<file path="src/rtl/step_phase_decoder.sv">
// Quadrature-style decoder for a monitored 4-phase stepper drive.
// Counts steps and flags skipped/illegal phases, stalls and home events.
module step_phase_decoder #(
  parameter int STALL_LIM = 100
) (
  input  logic       clk,
  input  logic       rst,
  input  logic [3:0] step_motor,
  input  logic       motor_sense,
  input  logic       clr,
  output logic [7:0] position,
  output logic       dir,
  output logic       step_pulse,
  output logic       phase_err,
  output logic       stall,
  output logic       homed,
  output logic [1:0] dec_state
);

  // state | meaning
  // IDLE  | drive off (0000), waiting for a legal phase
  // TRACK | following phase changes, counting steps
  // FAULT | illegal/skipped phase seen, frozen until clr
  typedef enum logic [1:0] {
    IDLE  = 2'b00,
    TRACK = 2'b01,
    FAULT = 2'b10
  } state_t;

  localparam int CW = $clog2(STALL_LIM + 1);
  localparam logic [CW-1:0] CNT_LIM = CW'(STALL_LIM);

  state_t          state_q, state_d;
  logic [3:0]      motor_s1_q, motor_s2_q;
  logic            sense_s1_q, sense_s2_q, sense_prev_q;
  logic [1:0]      prev_idx_q, prev_idx_d;
  logic [CW-1:0]   stall_cnt_q, stall_cnt_d;
  logic [7:0]      position_q, position_d;
  logic            dir_q, dir_d;
  logic            step_pulse_q, step_pulse_d;
  logic            phase_err_q, phase_err_d;
  logic            stall_q, stall_d;
  logic            homed_q, homed_d;

  logic            code_legal, code_off;
  logic [1:0]      code_idx, step_delta;
  logic            home_edge;

  always_comb begin
    code_legal = 1'b1;
    code_off   = 1'b0;
    code_idx   = 2'd0;
    case (motor_s2_q)
      4'b1100: code_idx = 2'd0;
      4'b0110: code_idx = 2'd1;
      4'b0011: code_idx = 2'd2;
      4'b1001: code_idx = 2'd3;
      4'b0000: begin
        code_legal = 1'b0;
        code_off   = 1'b1;
      end
      default: code_legal = 1'b0;
    endcase
  end

  assign step_delta = code_idx - prev_idx_q;
  assign home_edge  = sense_s2_q & ~sense_prev_q;

  always_ff @(posedge clk) begin
    if (!rst) begin
      state_q      <= IDLE;
      motor_s1_q   <= 4'd0;
      motor_s2_q   <= 4'd0;
      sense_s1_q   <= 1'b0;
      sense_s2_q   <= 1'b0;
      sense_prev_q <= 1'b0;
      prev_idx_q   <= 2'd0;
      stall_cnt_q  <= '0;
      position_q   <= 8'd0;
      dir_q        <= 1'b1;
      step_pulse_q <= 1'b0;
      phase_err_q  <= 1'b0;
      stall_q      <= 1'b0;
      homed_q      <= 1'b0;
    end else begin
      state_q      <= state_d;
      motor_s1_q   <= step_motor;
      motor_s2_q   <= motor_s1_q;
      sense_s1_q   <= motor_sense;
      sense_s2_q   <= sense_s1_q;
      sense_prev_q <= sense_s2_q;
      prev_idx_q   <= prev_idx_d;
      stall_cnt_q  <= stall_cnt_d;
      position_q   <= position_d;
      dir_q        <= dir_d;
      step_pulse_q <= step_pulse_d;
      phase_err_q  <= phase_err_d;
      stall_q      <= stall_d;
      homed_q      <= homed_d;
    end
  end

  always_comb begin
    state_d = state_q;
    if (clr) begin
      state_d = IDLE;
    end else begin
      case (state_q)
        IDLE: begin
          if (code_legal)     state_d = TRACK;
          else if (!code_off) state_d = FAULT;
        end
        TRACK: begin
          if (code_off)                              state_d = IDLE;
          else if (!code_legal || step_delta == 2'd2) state_d = FAULT;
        end
        FAULT:   state_d = FAULT;
        default: state_d = IDLE;
      endcase
    end
  end

  always_comb begin
    prev_idx_d   = prev_idx_q;
    stall_cnt_d  = stall_cnt_q;
    position_d   = position_q;
    dir_d        = dir_q;
    step_pulse_d = 1'b0;
    phase_err_d  = phase_err_q;
    stall_d      = stall_q;
    homed_d      = homed_q;
    if (clr) begin
      stall_cnt_d = '0;
      position_d  = 8'd0;
      phase_err_d = 1'b0;
      stall_d     = 1'b0;
      homed_d     = 1'b0;
    end else begin
      case (state_q)
        IDLE: begin
          if (code_legal)     prev_idx_d  = code_idx;
          else if (!code_off) phase_err_d = 1'b1;
        end
        TRACK: begin
          if (code_off) begin
            stall_cnt_d = '0;
          end else if (!code_legal) begin
            phase_err_d = 1'b1;
          end else begin
            case (step_delta)
              2'd1: begin
                position_d   = position_q + 8'd1;
                dir_d        = 1'b1;
                step_pulse_d = 1'b1;
                prev_idx_d   = code_idx;
                stall_cnt_d  = '0;
              end
              2'd3: begin
                position_d   = position_q - 8'd1;
                dir_d        = 1'b0;
                step_pulse_d = 1'b1;
                prev_idx_d   = code_idx;
                stall_cnt_d  = '0;
              end
              2'd2: phase_err_d = 1'b1;
              default: begin
                if (stall_cnt_q != CNT_LIM) stall_cnt_d = stall_cnt_q + CW'(1);
                if (stall_cnt_d == CNT_LIM) stall_d = 1'b1;
              end
            endcase
          end
        end
        default: ;
      endcase
      // Home overrides the count but leaves dir/step_pulse from a same-cycle step.
      if (home_edge && state_q != FAULT) begin
        position_d = 8'd0;
        homed_d    = 1'b1;
      end
    end
  end

  assign position   = position_q;
  assign dir        = dir_q;
  assign step_pulse = step_pulse_q;
  assign phase_err  = phase_err_q;
  assign stall      = stall_q;
  assign homed      = homed_q;
  assign dec_state  = state_q;

endmodule

</file>
<file path="config.mk">
export PLATFORM = sky130hd
export DESIGN_NAME = step_phase_decoder
export DESIGN_NICKNAME = d
export VERILOG_FILES = /design/src/rtl/step_phase_decoder.sv
export SDC_FILE = /design/constraint.sdc
export NUM_CORES = 1
export LEC_CHECK = 0
export ABC_AREA = 1
export ABC_CLOCK_PERIOD_IN_PS = 3200
export CAP_MARGIN = 20
export CORE_AREA = 2 2 59 61
export DETAILED_ROUTE_END_ITERATION = 10
export DIE_AREA = 0 0 61 63
export DONT_BUFFER_PORTS = 1
export PLACE_DENSITY = 0.84
export SLEW_MARGIN = 20
export SYNTH_ARGS = -nofsm -noshare
export SYNTH_HDL_FRONTEND = slang
export SYNTH_SLANG_ARGS = --single-unit
export TNS_END_PERCENT = 1
</file>
<file path="constraint.sdc">
create_clock -name clk -period 3.2 [get_ports clk]
set_clock_uncertainty 0.1 [all_clocks]
set_input_delay 0.64 -clock clk [delete_from_list [all_inputs] [get_ports clk]]
set_output_delay 0.64 -clock clk [all_outputs]
set_load 0.01 [all_outputs]
</file>
# After elaboration in Yosys (flattened, before gate mapping)

Index checks and enable logic that the tools add are counted.

Register bits: 35
Output and inout bits: 15

Bitwise logic cells: 8
Add/sub/neg operators: 4
Eq/ne operators: 22
Reduce and logical (&&, ||, !) cells: 21
Multiplexer cells: 31

Operators with widths:

| kind                                                                   | count |
|---|---|
| 7-bit 2-to-1 mux                                                       | 8 |
| 2-bit 2-to-1 mux                                                       | 8 |
| 2-bit inequality test (second input constant)                          | 8 |
| 8-bit case mux with 2 select lines                                     | 1 |
| 5-bit AND reduction                                                    | 3 |
| 7-bit case mux with 2 select lines                                     | 1 |
| 2-bit case mux with 3 select lines                                     | 2 |
| 3-bit inequality test (second input constant)                          | 3 |
| 8-bit by 1-bit adder with 8-bit output (second input constant)         | 1 |
| 4-bit equality test (second input constant)                            | 2 |
| 1-bit 2-to-1 mux                                                       | 8 |
| 8-bit by 1-bit subtractor with 8-bit output (second input constant)    | 1 |
| 7-bit by 1-bit adder with 7-bit output (second input constant)         | 1 |
| 7-bit equality test (second input constant)                            | 1 |
| 7-bit inequality test (second input constant)                          | 1 |
| 1-bit NOT                                                              | 7 |
| 2-bit equality test (second input constant)                            | 3 |
| 6-bit AND reduction                                                    | 1 |
| 2-bit nonzero test                                                     | 3 |
| 3-bit OR reduction                                                     | 2 |
| 5-bit OR reduction                                                     | 1 |
| 2-bit by 1-bit equality test with 1-bit output (second input constant) | 2 |
| 4-bit by 2-bit equality test with 1-bit output (second input constant) | 1 |
| 4-bit by 3-bit equality test with 1-bit output (second input constant) | 1 |
| other kinds (14)                                                       | 16 |

# Depth between registers and ports, before layout

Gate-level depths: netlist of the first run.

Depth in word-level cells: 13
Gate-level depth with buffers: 23
Gate-level depth less buffers: 23

# Worst setup path before layout of the first run

No wires, ideal clock.

Path kind: flip-flop to flip-flop
Start: register motor_s2_q[3]
End: register position_q[4], in the netlist position[4]
Arrival time: 2.273 ns
Setup slack: 0.714 ns
Buffers on the path: 0
Required time: 2.987 ns
Cell stages (with the launch flop): 20
Cells stage by stage: dfxtp_1 > inv_1 > nor2_1 > nand2_2 > nand2_1 > inv_1 > ha_1 > clkinv_1 > nand3_4 > nand2_1 > nand2_1 > inv_1 > ha_1 > inv_1 > nand2_1 > nand3_1 > nand2_1 > xor2_1 > o21ai_1 > inv_1

Longest elaborated chain between the ends: 6

Ends and longest elaborated chain:

| what                                                                                  | RTL line | source |
|---|---|---|
| from (decl)                                                                           | 34       | `logic [3:0] motor_s1_q, motor_s2_q;` |
| from (signal assigned)                                                                | 88       | `motor_s2_q <= motor_s1_q;` |
| 4-bit equality test (tied with other cells)                                           | 53       | `case (motor_s2_q)` |
| 2-bit case mux with 3 select lines                                                    | 53       |  |
| 2-bit subtractor                                                                      | 66       | `assign step_delta = code_idx - prev_idx_q;` |
| 2-bit equality test or 2-bit by 1-bit equality test with 1-bit output (tied branches) | 150      | `case (step_delta)` |
| 2-bit nonzero test (no source line)                                                   | n/a      |  |
| 4-bit AND reduction (no source line)                                                  | n/a      |  |
| to (signal assigned)                                                                  | 94       | `position_q <= position_d;` |
| to (decl)                                                                             | 38       | `logic [7:0] position_q, position_d;` |

Several ways; a longest one is shown, not always the timed one.
A chain may end at the register's enable or synchronous reset.

# Final worst setup path of the first run

Ends and elaborated chain as after synthesis.

==> qor_table.md, run 1 <==
| Result | Reported |
|:---|:---|
| Final wirelength | 3560 um |
| IO Count | 23 |
| Number of buffers inserted for hold repair after clock tree synthesis | 0 |
| Worst VDD drop | 0.000237 V |
| Part of the total power dissipated in combinational logic | 5.4% |
| CTS H-tree lvls | 2 |
| Number of clock buffers inserted by TritonCTS | 5 |
| Share of final-layout standard cells stronger than drive strength 1 | 12.0% |
| Total met2 wirelength after detailed routing | 1620 um |
| Largest net degree at the start of global routing | 15 |
| Fill cell instance count of the final layout | 294 |
| Number of nets with antenna violations after routing | 0 |
| Net switching power | 0.192 mW |
| Initial Util | 58.8% |
| Total global routing overflow | 0 |
| Placed Instance Area | 1950 um^2 |
| XOR/XNOR share of the synthesized area | 4.61% |
| Highest metal layer with signal wires | met4 |
| Portion of netlist area occupied by mux cells | 0% |
| Number of standard-cell rows in the floorplan | 21 |
| Critical path launch point type | register |
| Minimum clock period after layout | 2.76 ns |
| Wire length of the first global-routing pass | 6560 um |
| Metal3 WL | 185 um |
| Gpl congestion | 0.929 |
| Cell count after synthesis | 270 |
| Number of I/O port buffers | 0 |
| Final period utilization | 86.4% |
| Final routed DRC violation total | 0 |
| Number of buffers on the longest clock path | 2 |
| Setup violations, final | 0 |
| Synth cell types | 37 |
| Share of synthesized cell area in full adder, half adder and majority cells | 2.64% |
| Met1 Wirelength | 1660 um |
| Unrepaired setup endpoints after global routing | false |
| Total count of hold-check failures in the final report | 0 |
| Category of the worst setup path capture point | register |
| Synthesized-area fraction occupied by ao, oa, aoi and oai cells | 11.9% |
| Sequential fraction of design power | 61.6% |
| DRT iter0 DRCs | 112 |
| Growth of design area from synthesis to finish | 5.60% |
| Area of all placed cells without fillers | 2010 um^2 |
| Pwr per Cell Area | 365 nW/um^2 |
| Vias after detailed routing | 1630 |
| Area of the core region | 3230 um^2 |
| Final antenna diode count | 0 |
| Global router's overall resource usage | 22.5% |
| Number of enable flip-flop cells after synthesis | 0 |
| Run status | completed |
| Arrival time at the worst endpoint | 2.93 ns |
| Clock tree from TritonCTS | built |
| Leading cell type in the layout, fill and taps excluded | sky130_fd_sc_hd__nand2_1 |
| Layout Nets | 287 |
| Number of register bits inferred by synthesis | 35 |
| # Post-CTS Setup Buffers | 0 |
| Clock sinks | 35 |
| Die footprint | 3840 um^2 |
| Hold slack | 0.256 ns |
| Least setup slack across all paths after layout | 0.436 ns |
| Type of the worst setup path | reg2reg |
| Clock latency on the worst-skew pair | 0.35 ns |
| Relative max-transition margin | 63.7% |
| Synth Area in Simple Gates | 32.5% |
| Half-perimeter wire length after detailed placement | 2710 um |
| Highest achievable clock rate | 362 MHz |
| WL/cell | 11.1 um |
| Die Width | 61 um |
| Power share of the clock group | 33.0% |
| Clock transition at the registers of the reported paths | 0.11 ns |
| Max-cap check violation count | 0 |
| Standby leakage power | 0.978 nW |
| Number of antenna violations at the first check in global routing | 0 |
| Synthesized net count | 282 |
| Commonest cells after routing, fill and taps aside | sky130_fd_sc_hd__nand2_1, sky130_fd_sc_hd__inv_1, sky130_fd_sc_hd__dfxtp_1, sky130_fd_sc_hd__nor2_1, sky130_fd_sc_hd__a21oi_1 |
| Number of pins exceeding their max-slew limit in the final report | 0 |
| Design internal power | 0.541 mW |
| Vias per cell | 5.06 |
| Average size of a mapped cell | 7.03 um^2 |
| Critical Path RT | 3.36 ns |
| Via count of the first global-routing pass | 1559 |
| Least-Margin Pin Slew | 0.531 ns |
| Class of the tightest hold or removal check | in2reg |
| Pre-CTS setup slack | 0.460 ns |
| Largest family of logic cells by synthesized area | simple AND/OR/NAND/NOR gates |
| Library cell used as clock root buffer | sky130_fd_sc_hd__clkbuf_4 |
| Critical path peak fanout | 9 |
| Async set or reset register ratio after synthesis | 0% |
| Share of synthesized area occupied by flip-flops and latches | 36.9% |
| Post-route setup TNS | 0 ns |
| Synth warn | 0 |
| Most used DFF post-synth | sky130_fd_sc_hd__dfxtp_1 |
| Height of the die | 63 um |
| Post-synthesis instance area | 1900 um^2 |
| Switching Share | 26.2% |
| Core Util, Final | 62.1% |
| Number of detailed-route iterations in the first pass | 4 |
| Number of gates given a new drive strength after cts | 0 |
==> logic make-up (layout without fill, tap and decap cells) <==
logic type,after synthesis,in the layout
simple gates,127,127
buf+inv,58,64
compound gates,36,36
flops,35,35
xor+xnor,10,10
fa+ha+maj,4,4
==> worst paths after layout <==
kind                       from       endpoint  slack, ns  cells past startpoint
setup / recovery  motor_s2_q[3]    position[4]       0.44                     19
hold reg to reg   motor_s1_q[3]  motor_s2_q[3]       0.32                      2
hold / removal              clr     step_pulse       0.26                      1
setup reg to reg  motor_s2_q[3]    position[4]       0.44                     19
==> routing by layer <==
metal	vias up	global-route usage, %
met5	-	0
met4	0	11.7
met3	9	4.55
met2	40	35.1
met1	709	28.6
li1	872	-
==> sequential cells by signal, indices dropped and copies added (netlist names) <==
register and count:
stall_cnt_q 7, step_pulse 1, phase_err 1, stall 1, sense_s1_q 1, prev_idx_q 2
dec_state 2, sense_prev_q 1, motor_s1_q 4, homed 1, sense_s2_q 1, motor_s2_q 4
dir 1, position 8
==> cell type report <==
| type | instances | area [um^2] | area share (%) |
|---|---|---|---|
| sequential | 35 | 701 | 34.9 |
| tap | 46 | 57.6 | 2.87 |
| multi-input combinational | 177 | 980 | 48.8 |
| clock buffer | 5 | 37.5 | 1.87 |
| clock inverter | 3 | 20.0 | 0.998 |
| inverter | 56 | 210 | 10.5 |
==> power groups by stage <==
stage	clock network, mW	registers (mW)	logic [mW]
global placement	0	0.461	0.0383
global route	0.266	0.452	0.0467
floorplan	0	0.460	0.0337
finish	0.242	0.451	0.0398
detailed placement	0	0.461	0.0397
CTS	0.251	0.451	0.0398
==> critical path: stages (launching register included) <==
cell and delay, ns:
sky130_fd_sc_hd__dfxtp_1 0.36, sky130_fd_sc_hd__inv_1 0.06, sky130_fd_sc_hd__nor2_1 0.11, sky130_fd_sc_hd__nand2_2 0.10, sky130_fd_sc_hd__nand2_1 0.09, sky130_fd_sc_hd__inv_1 0.04, sky130_fd_sc_hd__ha_1 0.32, sky130_fd_sc_hd__clkinv_1 0.26
sky130_fd_sc_hd__nand3_4 0.22, sky130_fd_sc_hd__nand2_1 0.10, sky130_fd_sc_hd__nand2_1 0.07, sky130_fd_sc_hd__inv_1 0.04, sky130_fd_sc_hd__ha_1 0.17, sky130_fd_sc_hd__inv_1 0.05, sky130_fd_sc_hd__nand2_1 0.09, sky130_fd_sc_hd__nand3_1 0.11
sky130_fd_sc_hd__nand2_1 0.06, sky130_fd_sc_hd__xor2_1 0.14, sky130_fd_sc_hd__o21ai_1 0.13, sky130_fd_sc_hd__inv_1 0.05
==> Yosys cell counts, types with 2 or more instances <==
cell                      count  share of area [%]
sky130_fd_sc_hd__inv_1       44                8.7
sky130_fd_sc_hd__nand4_1     11                3.6
sky130_fd_sc_hd__nand2_2      4                1.3
sky130_fd_sc_hd__nor3_1       4                1.1
sky130_fd_sc_hd__o21ai_1      2               0.53
sky130_fd_sc_hd__o21a_1       2               0.79
sky130_fd_sc_hd__o21ai_0      9                2.4
sky130_fd_sc_hd__ha_1         4                2.6
sky130_fd_sc_hd__inv_2       11                2.2
sky130_fd_sc_hd__a21oi_1     14                3.7
sky130_fd_sc_hd__dfxtp_1     35                 37
sky130_fd_sc_hd__nand3_2      2                1.1
sky130_fd_sc_hd__nor2_1      18                3.6
sky130_fd_sc_hd__or2_0        5                1.6
sky130_fd_sc_hd__nand3_4      2                1.8
sky130_fd_sc_hd__xor2_1       8                3.7
sky130_fd_sc_hd__o41ai_1      2               0.92
sky130_fd_sc_hd__nand3_1     13                3.4
sky130_fd_sc_hd__nand2_1     61                 12
sky130_fd_sc_hd__xnor2_1      2               0.92
==> metrics by stage <==
step	total power, mW	std cells
2_1_floorplan	0.493	270
3_3_place_gp	0.499	314
3_5_place_dp	0.500	314
4_1_cts	0.742	322
5_1_grt	0.765	322
6_report	0.732	322
(Power assumes the default switching activity.)
==> inputs of run 2 (changes only) <==
BUFFER_PORTS_ARGS = -buffer_cell sky130_fd_sc_hd__buf_2   (was not set)
CORE_AREA = 2 2 61 63   (was 2 2 59 61)
DIE_AREA = 0 0 63 65   (was 0 0 61 63)
DONT_BUFFER_PORTS = not set   (was 1)
PLACE_DENSITY = 0.86   (was 0.84)
==> run 2 against run 1 <==
Effect of this change: sequential share of layout area down 2.0 points; register-to-register slack worse by 0.06 ns; sequential cell count unchanged; combinational power rose by 26%; critical path type unchanged; count of clock-buffer cells in the layout is 3 higher; sequential power hardly changed; via count is 6.4% higher; design area increased by 6.2%; first-iteration DRC count fell by 15%.
==> qor_table.md, run 2 (same netlist as run 1, synthesis figures left out) <==
| Result | Reported | vs previous |
|:---|:---|:---|
| Final antenna diode count | 0 | unchanged |
| Number of nets with antenna violations after routing | 0 | unchanged |
| Die Width | 63 um | +3.3% |
| Global router's overall resource usage | 21.2% | -1.3 points |
| Category of the worst setup path capture point | register |  |
| Fill cell instance count of the final layout | 350 | +19% |
| Max-cap check violation count | 0 | unchanged |
| Half-perimeter wire length after detailed placement | 2890 um | +7.0% |
| Gpl congestion | 0.925 | -0.40% |
| Placed Instance Area | 2060 um^2 | +5.8% |
| Total count of hold-check failures in the final report | 0 | unchanged |
| Dpl cells | 338 | +7.6% |
| Wire length of the first global-routing pass | 6890 um | +5.2% |
| Layout Nets | 309 | +7.7% |
| Number of I/O port buffers | 22 | +22 |
| Type of the worst setup path | reg2reg |  |
| Final wirelength | 3820 um | +7.2% |
| Clock transition at the registers of the reported paths | 0.11 ns | about the same |
| Number of buffers on the longest clock path | 2 | unchanged |
| WL/cell | 11.0 um | -0.19% |
| Hold slack | 0.327 ns | +0.0708 ns |
| Total power consumption of the routed design | 0.766 mW | +4.6% |
| Height of the die | 65 um | +3.2% |
| Clock latency on the worst-skew pair | 0.34 ns | about the same |
| Switching Share | 23.0% | -3.2 points |
| Die footprint | 4100 um^2 | +6.6% |
| Layout Cells excl Fill | 346 | +7.5% |
| Total met2 wirelength after detailed routing | 1840 um | +14% |
| Final routed DRC violation total | 0 | unchanged |
| Number of pins exceeding their max-slew limit in the final report | 0 | unchanged |
| Via count of the first global-routing pass | 1660 | +6.5% |
| Growth of design area from synthesis to finish | 12.1% |  |
| Pre-CTS setup slack | 0.436 ns | -0.0240 ns |
| Pwr per Cell Area | 360 nW/um^2 | -1.5% |
| Number of detailed-route iterations in the first pass | 4 | unchanged |
| Part of the total power dissipated in combinational logic | 6.5% | +1.1 points |
| Critical path peak fanout | 9 | unchanged |
| Relative max-transition margin | 64.9% | +1.2 points |
| Metal3 WL | 143 um | -23% |
| Arrival time at the worst endpoint | 2.98 ns | +0.05 ns |
| Flip-flop count of the largest register, all copies and words added | 8 | unchanged |
| Commonest cells after routing, fill and taps aside | sky130_fd_sc_hd__nand2_1, sky130_fd_sc_hd__inv_1, sky130_fd_sc_hd__dfxtp_1, sky130_fd_sc_hd__buf_2, sky130_fd_sc_hd__nor2_1 |  |
| Clock sinks | 35 | unchanged |
| Run status | completed |  |
| Largest net degree at the start of global routing | 15 | unchanged |
| # Post-CTS Setup Buffers | 0 | unchanged |
| Standby leakage power | 1.10 nW | +12% |
| Core Util, Final | 60.9% | -1.1 points |
| Critical path buffer and inverter count | 6 | unchanged |
| Class of the tightest hold or removal check | reg2reg |  |
| Least setup slack across all paths after layout | 0.371 ns | -0.0648 ns |
| Vias after detailed routing | 1735 | +6.4% |
| Total global routing overflow | 0 | unchanged |
| CTS H-tree lvls | 2 | unchanged |
| Library cell used as clock root buffer | sky130_fd_sc_hd__clkbuf_4 |  |
| Least-Margin Pin Slew | 0.513 ns | -0.0179 ns |
| Number of gates given a new drive strength after cts | 0 | unchanged |
| Setup violations, final | 0 | unchanged |
| Share of final-layout standard cells stronger than drive strength 1 | 18.1% | +6.2 points |
| Critical path launch point type | register |  |
| Initial Util | 54.3% | -4.4 points |
| Post-route setup TNS | 0 ns | unchanged |
| Cell type group with the largest total delay on the critical path | simple AND/OR/NAND/NOR gates |  |
| Critical Path RT | 3.35 ns | about the same |
| Power share of the clock group | 34.8% | +1.8 points |
| Number of standard-cell rows in the floorplan | 22 | +4.8% |
| Leading cell type in the layout, fill and taps excluded | sky130_fd_sc_hd__nand2_1 |  |
| Clock tree from TritonCTS | built |  |
| IO Count | 23 | unchanged |
| Cell type of the slowest stage on the worst timing path | sky130_fd_sc_hd__dfxtp_1 |  |
| Critical Path Max Stage Delay | 0.37 ns | about the same |
| DRT iter0 DRCs | 95 | -15% |
| Number of buffers inserted for hold repair after clock tree synthesis | 0 | unchanged |
| Net switching power | 0.176 mW | -8.1% |
| Met1 Wirelength | 1790 um | +7.6% |
| Cells traversed along the worst timing path | inv_1 > nor2_1 > nand2_2 > nand2_1 > inv_1 > ha_1 > clkinv_1 > nand3_4 > nand2_1 > nand2_1 > inv_1 > ha_1 > inv_1 > nand2_1 > nand3_1 > nand2_1 > xor2_1 > o21ai_1 > inv_1 |  |
| Area of all placed cells without fillers | 2130 um^2 | +6.2% |
| Unrepaired setup endpoints after global routing | false |  |
| Vias per cell | 5.01 | -0.94% |
| Sequential fraction of design power | 58.7% | -2.9 points |
| Number of antenna violations at the first check in global routing | 0 | unchanged |
| Final period utilization | 88.4% | +2.0 points |
| Design internal power | 0.590 mW | +9.1% |
| Highest metal layer with signal wires | met4 |  |
| Highest achievable clock rate | 354 MHz | -2.3% |
| Worst VDD drop | 0.000239 V | +0.74% |
| Number of clock buffers inserted by TritonCTS | 5 | unchanged |
| Minimum clock period after layout | 2.83 ns | +0.0648 ns |
| Area of the core region | 3500 um^2 | +8.2% |
==> run 2: cell types whose count changed in the layout (fill, tap and decap cells not counted), sizes merged <==
cell      before  now
clkinv         2    1
clkinvlp       2    0
clkbuf         5    8
buf            0   22
==> run 2: layout make-up <==
class | count | area [um^2] | area share, %
Sequential cell | 35 | 701 | 32.9
Inverter | 56 | 210 | 9.87
Timing Repair Buffer | 22 | 110 | 5.17
Multi-Input combinational cell | 177 | 980 | 46.0
Clock buffer | 8 | 68.8 | 3.23
Tap cell | 48 | 60.1 | 2.82
==> run 2: worst paths after layout <==
path / startpoint / depth (start not counted) / endpoint / slack, ns
setup / recovery: motor_s2_q[3] / 19 / position[4] / 0.37
hold / removal: motor_s1_q[0] / 2 / motor_s2_q[0] / 0.33
setup reg to reg: motor_s2_q[3] / 19 / position[4] / 0.37
hold reg to reg: motor_s1_q[0] / 2 / motor_s2_q[0] / 0.33
==> run 2: power groups by stage <==
stage | Clock, mW | Combinational (mW) | Sequential, mW
floorplan | 0 | 0.0337 | 0.460
global placement | 0 | 0.0483 | 0.459
detailed placement | 0 | 0.0498 | 0.460
CTS | 0.277 | 0.0501 | 0.450
global route | 0.298 | 0.0571 | 0.451
finish | 0.266 | 0.0500 | 0.450
==> run 2: metal layers <==
layer | global-route usage, % | vias to the layer above
met3 | 4.69 | 5
met5 | 0 | -
met2 | 36.8 | 34
li1 | - | 923
met1 | 25.1 | 773
met4 | 9.17 | 0
==> run 2: worst reg2reg max path, stage by stage, from the launching register on <==
cell	delay, ns
sky130_fd_sc_hd__dfxtp_1	0.37
sky130_fd_sc_hd__inv_1	0.07
sky130_fd_sc_hd__nor2_1	0.12
sky130_fd_sc_hd__nand2_2	0.11
sky130_fd_sc_hd__nand2_1	0.10
sky130_fd_sc_hd__inv_1	0.04
sky130_fd_sc_hd__ha_1	0.33
sky130_fd_sc_hd__clkinv_1	0.25
sky130_fd_sc_hd__nand3_4	0.22
sky130_fd_sc_hd__nand2_1	0.11
sky130_fd_sc_hd__nand2_1	0.09
sky130_fd_sc_hd__inv_1	0.05
sky130_fd_sc_hd__ha_1	0.16
sky130_fd_sc_hd__inv_1	0.05
sky130_fd_sc_hd__nand2_1	0.09
sky130_fd_sc_hd__nand3_1	0.12
sky130_fd_sc_hd__nand2_1	0.06
sky130_fd_sc_hd__xor2_1	0.14
sky130_fd_sc_hd__o21ai_1	0.11
sky130_fd_sc_hd__inv_1	0.06
==> inputs of run 3 (changes only) <==
CTS_BUF_LIST = sky130_fd_sc_hd__clkbuf_16   (was not set)
==> run 3 against run 2 <==
Effect of this change: hold slack worse by 0.0084 ns; non-clock buffer count unchanged; clock power up 65%; critical endpoint unchanged; highest routed layer unchanged.
==> qor_table.md, run 3 (same netlist as run 1, synthesis figures left out) <==
| Result | Reported | vs previous |
|:---|:---|:---|
| Minimum clock period after layout | 2.88 ns | +0.0470 ns |
| Vias after detailed routing | 1721 | -0.81% |
| Number of standard-cell rows in the floorplan | 22 | unchanged |
| Gpl congestion | 0.925 | unchanged |
| Number of buffers inserted for hold repair after clock tree synthesis | 0 | unchanged |
| Number of antenna violations at the first check in global routing | 0 | unchanged |
| Run status | completed |  |
| Final wirelength | 3970 um | +4.0% |
| DRT iter0 DRCs | 105 | +11% |
| Share of final-layout standard cells stronger than drive strength 1 | 17.4% | -0.67 points |
| Clock latency on the worst-skew pair | 0.28 ns | -0.06 ns |
| Layout Nets | 309 | unchanged |
| Final period utilization | 89.9% | +1.5 points |
| Clock tree from TritonCTS | built |  |
| IO Count | 23 | unchanged |
| Total global routing overflow | 0 | unchanged |
| Cell type group with the largest total delay on the critical path | simple AND/OR/NAND/NOR gates |  |
| Area of the core region | 3500 um^2 | unchanged |
| Final antenna diode count | 0 | unchanged |
| Number of gates given a new drive strength after cts | 0 | unchanged |
| Leading cell type in the layout, fill and taps excluded | sky130_fd_sc_hd__nand2_1 |  |
| CTS H-tree lvls | 2 | unchanged |
| Standby leakage power | 1.13 nW | +2.9% |
| Setup violations, final | 0 | unchanged |
| Worst VDD drop | 0.000283 V | +19% |
| Critical Path Max Stage Delay | 0.37 ns | about the same |
| Type of the worst setup path | reg2reg |  |
| Height of the die | 65 um | unchanged |
| Critical path peak fanout | 9 | unchanged |
| Critical Path RT | 3.27 ns | -0.08 ns |
| Fill cell instance count of the final layout | 334 | -4.6% |
| Number of nets with antenna violations after routing | 0 | unchanged |
| Highest achievable clock rate | 348 MHz | -1.6% |
| Relative max-transition margin | 64.9% | -0.090 points |
| Largest net degree at the start of global routing | 15 | unchanged |
| Total count of hold-check failures in the final report | 0 | unchanged |
| Critical path launch point type | register |  |
| Die footprint | 4100 um^2 | unchanged |
| Arrival time at the worst endpoint | 2.95 ns | -0.03 ns |
| Die Width | 63 um | unchanged |
| Least-Margin Pin Slew | 0.514 ns | +0.00132 ns |
| Flip-flop count of the largest register, all copies and words added | 8 | unchanged |
| Growth of design area from synthesis to finish | 15.7% |  |
| Critical path buffer and inverter count | 6 | unchanged |
| Post-route setup TNS | 0 ns | unchanged |
| Category of the worst setup path capture point | register |  |
| Class of the tightest hold or removal check | reg2reg |  |
| Pwr per Cell Area | 428 nW/um^2 | +19% |
| Cells traversed along the worst timing path | inv_1 > nor2_1 > nand2_2 > nand2_1 > inv_1 > ha_1 > clkinv_1 > nand3_4 > nand2_1 > nand2_1 > inv_1 > ha_1 > inv_1 > nand2_1 > nand3_1 > nand2_1 > xor2_1 > o21ai_1 > inv_1 |  |
| Number of clock buffers inserted by TritonCTS | 5 | unchanged |
| # Post-CTS Setup Buffers | 0 | unchanged |
| WL/cell | 11.5 um | +4.0% |
| Max-cap check violation count | 0 | unchanged |
| Initial Util | 54.3% | unchanged |
| Number of buffers on the longest clock path | 2 | unchanged |
| Half-perimeter wire length after detailed placement | 2890 um | unchanged |
| Via count of the first global-routing pass | 1663 | +0.18% |
| Wire length of the first global-routing pass | 6960 um | +0.90% |
| Number of detailed-route iterations in the first pass | 4 | unchanged |
| Dpl cells | 338 | unchanged |
| Final routed DRC violation total | 0 | unchanged |
| Library cell used as clock root buffer | sky130_fd_sc_hd__clkbuf_16 |  |
| Clock sinks | 35 | unchanged |
| Commonest cells after routing, fill and taps aside | sky130_fd_sc_hd__nand2_1, sky130_fd_sc_hd__inv_1, sky130_fd_sc_hd__dfxtp_1, sky130_fd_sc_hd__buf_2, sky130_fd_sc_hd__nor2_1 |  |
| Layout Cells excl Fill | 346 | unchanged |
| Number of I/O port buffers | 22 | unchanged |
| Number of pins exceeding their max-slew limit in the final report | 0 | unchanged |
| Clock transition at the registers of the reported paths | 0.05 ns | -0.06 ns |
| Vias per cell | 4.97 | -0.81% |
| Global router's overall resource usage | 21.7% | +0.45 points |
| Unrepaired setup endpoints after global routing | false |  |
| Cell type of the slowest stage on the worst timing path | sky130_fd_sc_hd__dfxtp_1 |  |
==> run 3: changes by cell type in the layout (fill, tap and decap cells not counted), sizes merged <==
cell,delta
clkbuf,-3
inv,+1
clkinv,+2
==> run 3: worst paths after layout <==
check	depth (start not counted)	from	slack [ns]	endpoint
worst max register to register	19	motor_s2_q[3]	0.32	position[4]
worst min-delay path	2	motor_s1_q[0]	0.32	motor_s2_q[0]
worst max-delay path	19	motor_s2_q[3]	0.32	position[4]
worst min register to register	2	motor_s1_q[0]	0.32	motor_s2_q[0]
==> run 3: stage by stage <==
stage                     power (mW)  setup slack [ns]  hold WS [ns]  utilization (%)  area, um^2
after floorplan                0.493             0.714         0.290                -        1900
after global placement         0.507             0.584         0.294             58.9        2060
after detailed placement       0.510             0.436         0.311             58.9        2060
after CTS                      0.955             0.380         0.323             62.8        2200
after global routing           0.981             0.112         0.338             62.8        2200
final                          0.941             0.324         0.318             62.8        2200
==> run 3: area by class of cell <==
cell class	instances	area (um^2)	share of cell area, %
clock buffer	5	125	5.69
timing repair buffer	22	110	5.01
multi-input combinational	177	980	44.6
clock inverter	3	11.3	0.513
tap	48	60.1	2.73
sequential	35	701	31.9
inverter	56	210	9.57
==> run 3: per-layer routing <==
layer  up-vias  track usage, %  wire length (um)
met5         -               0                 0
met4         0            6.67                55
met3         7            6.25               177
met2        28            39.0              1950
met1       770            24.7              1790
li1        916               -                 -
==> run 3: power breakdown <==
group / internal, mW / switching [mW]
clock: 0.279 / 0.161
combinational: 0.0164 / 0.0338
sequential: 0.446 / 0.00551
==> run 3: tightest hold or removal path: stages (launching register included) <==
cell and delay, ns:
sky130_fd_sc_hd__dfxtp_1 0.30, sky130_fd_sc_hd__nand2_1 0.05, sky130_fd_sc_hd__inv_1 0.04
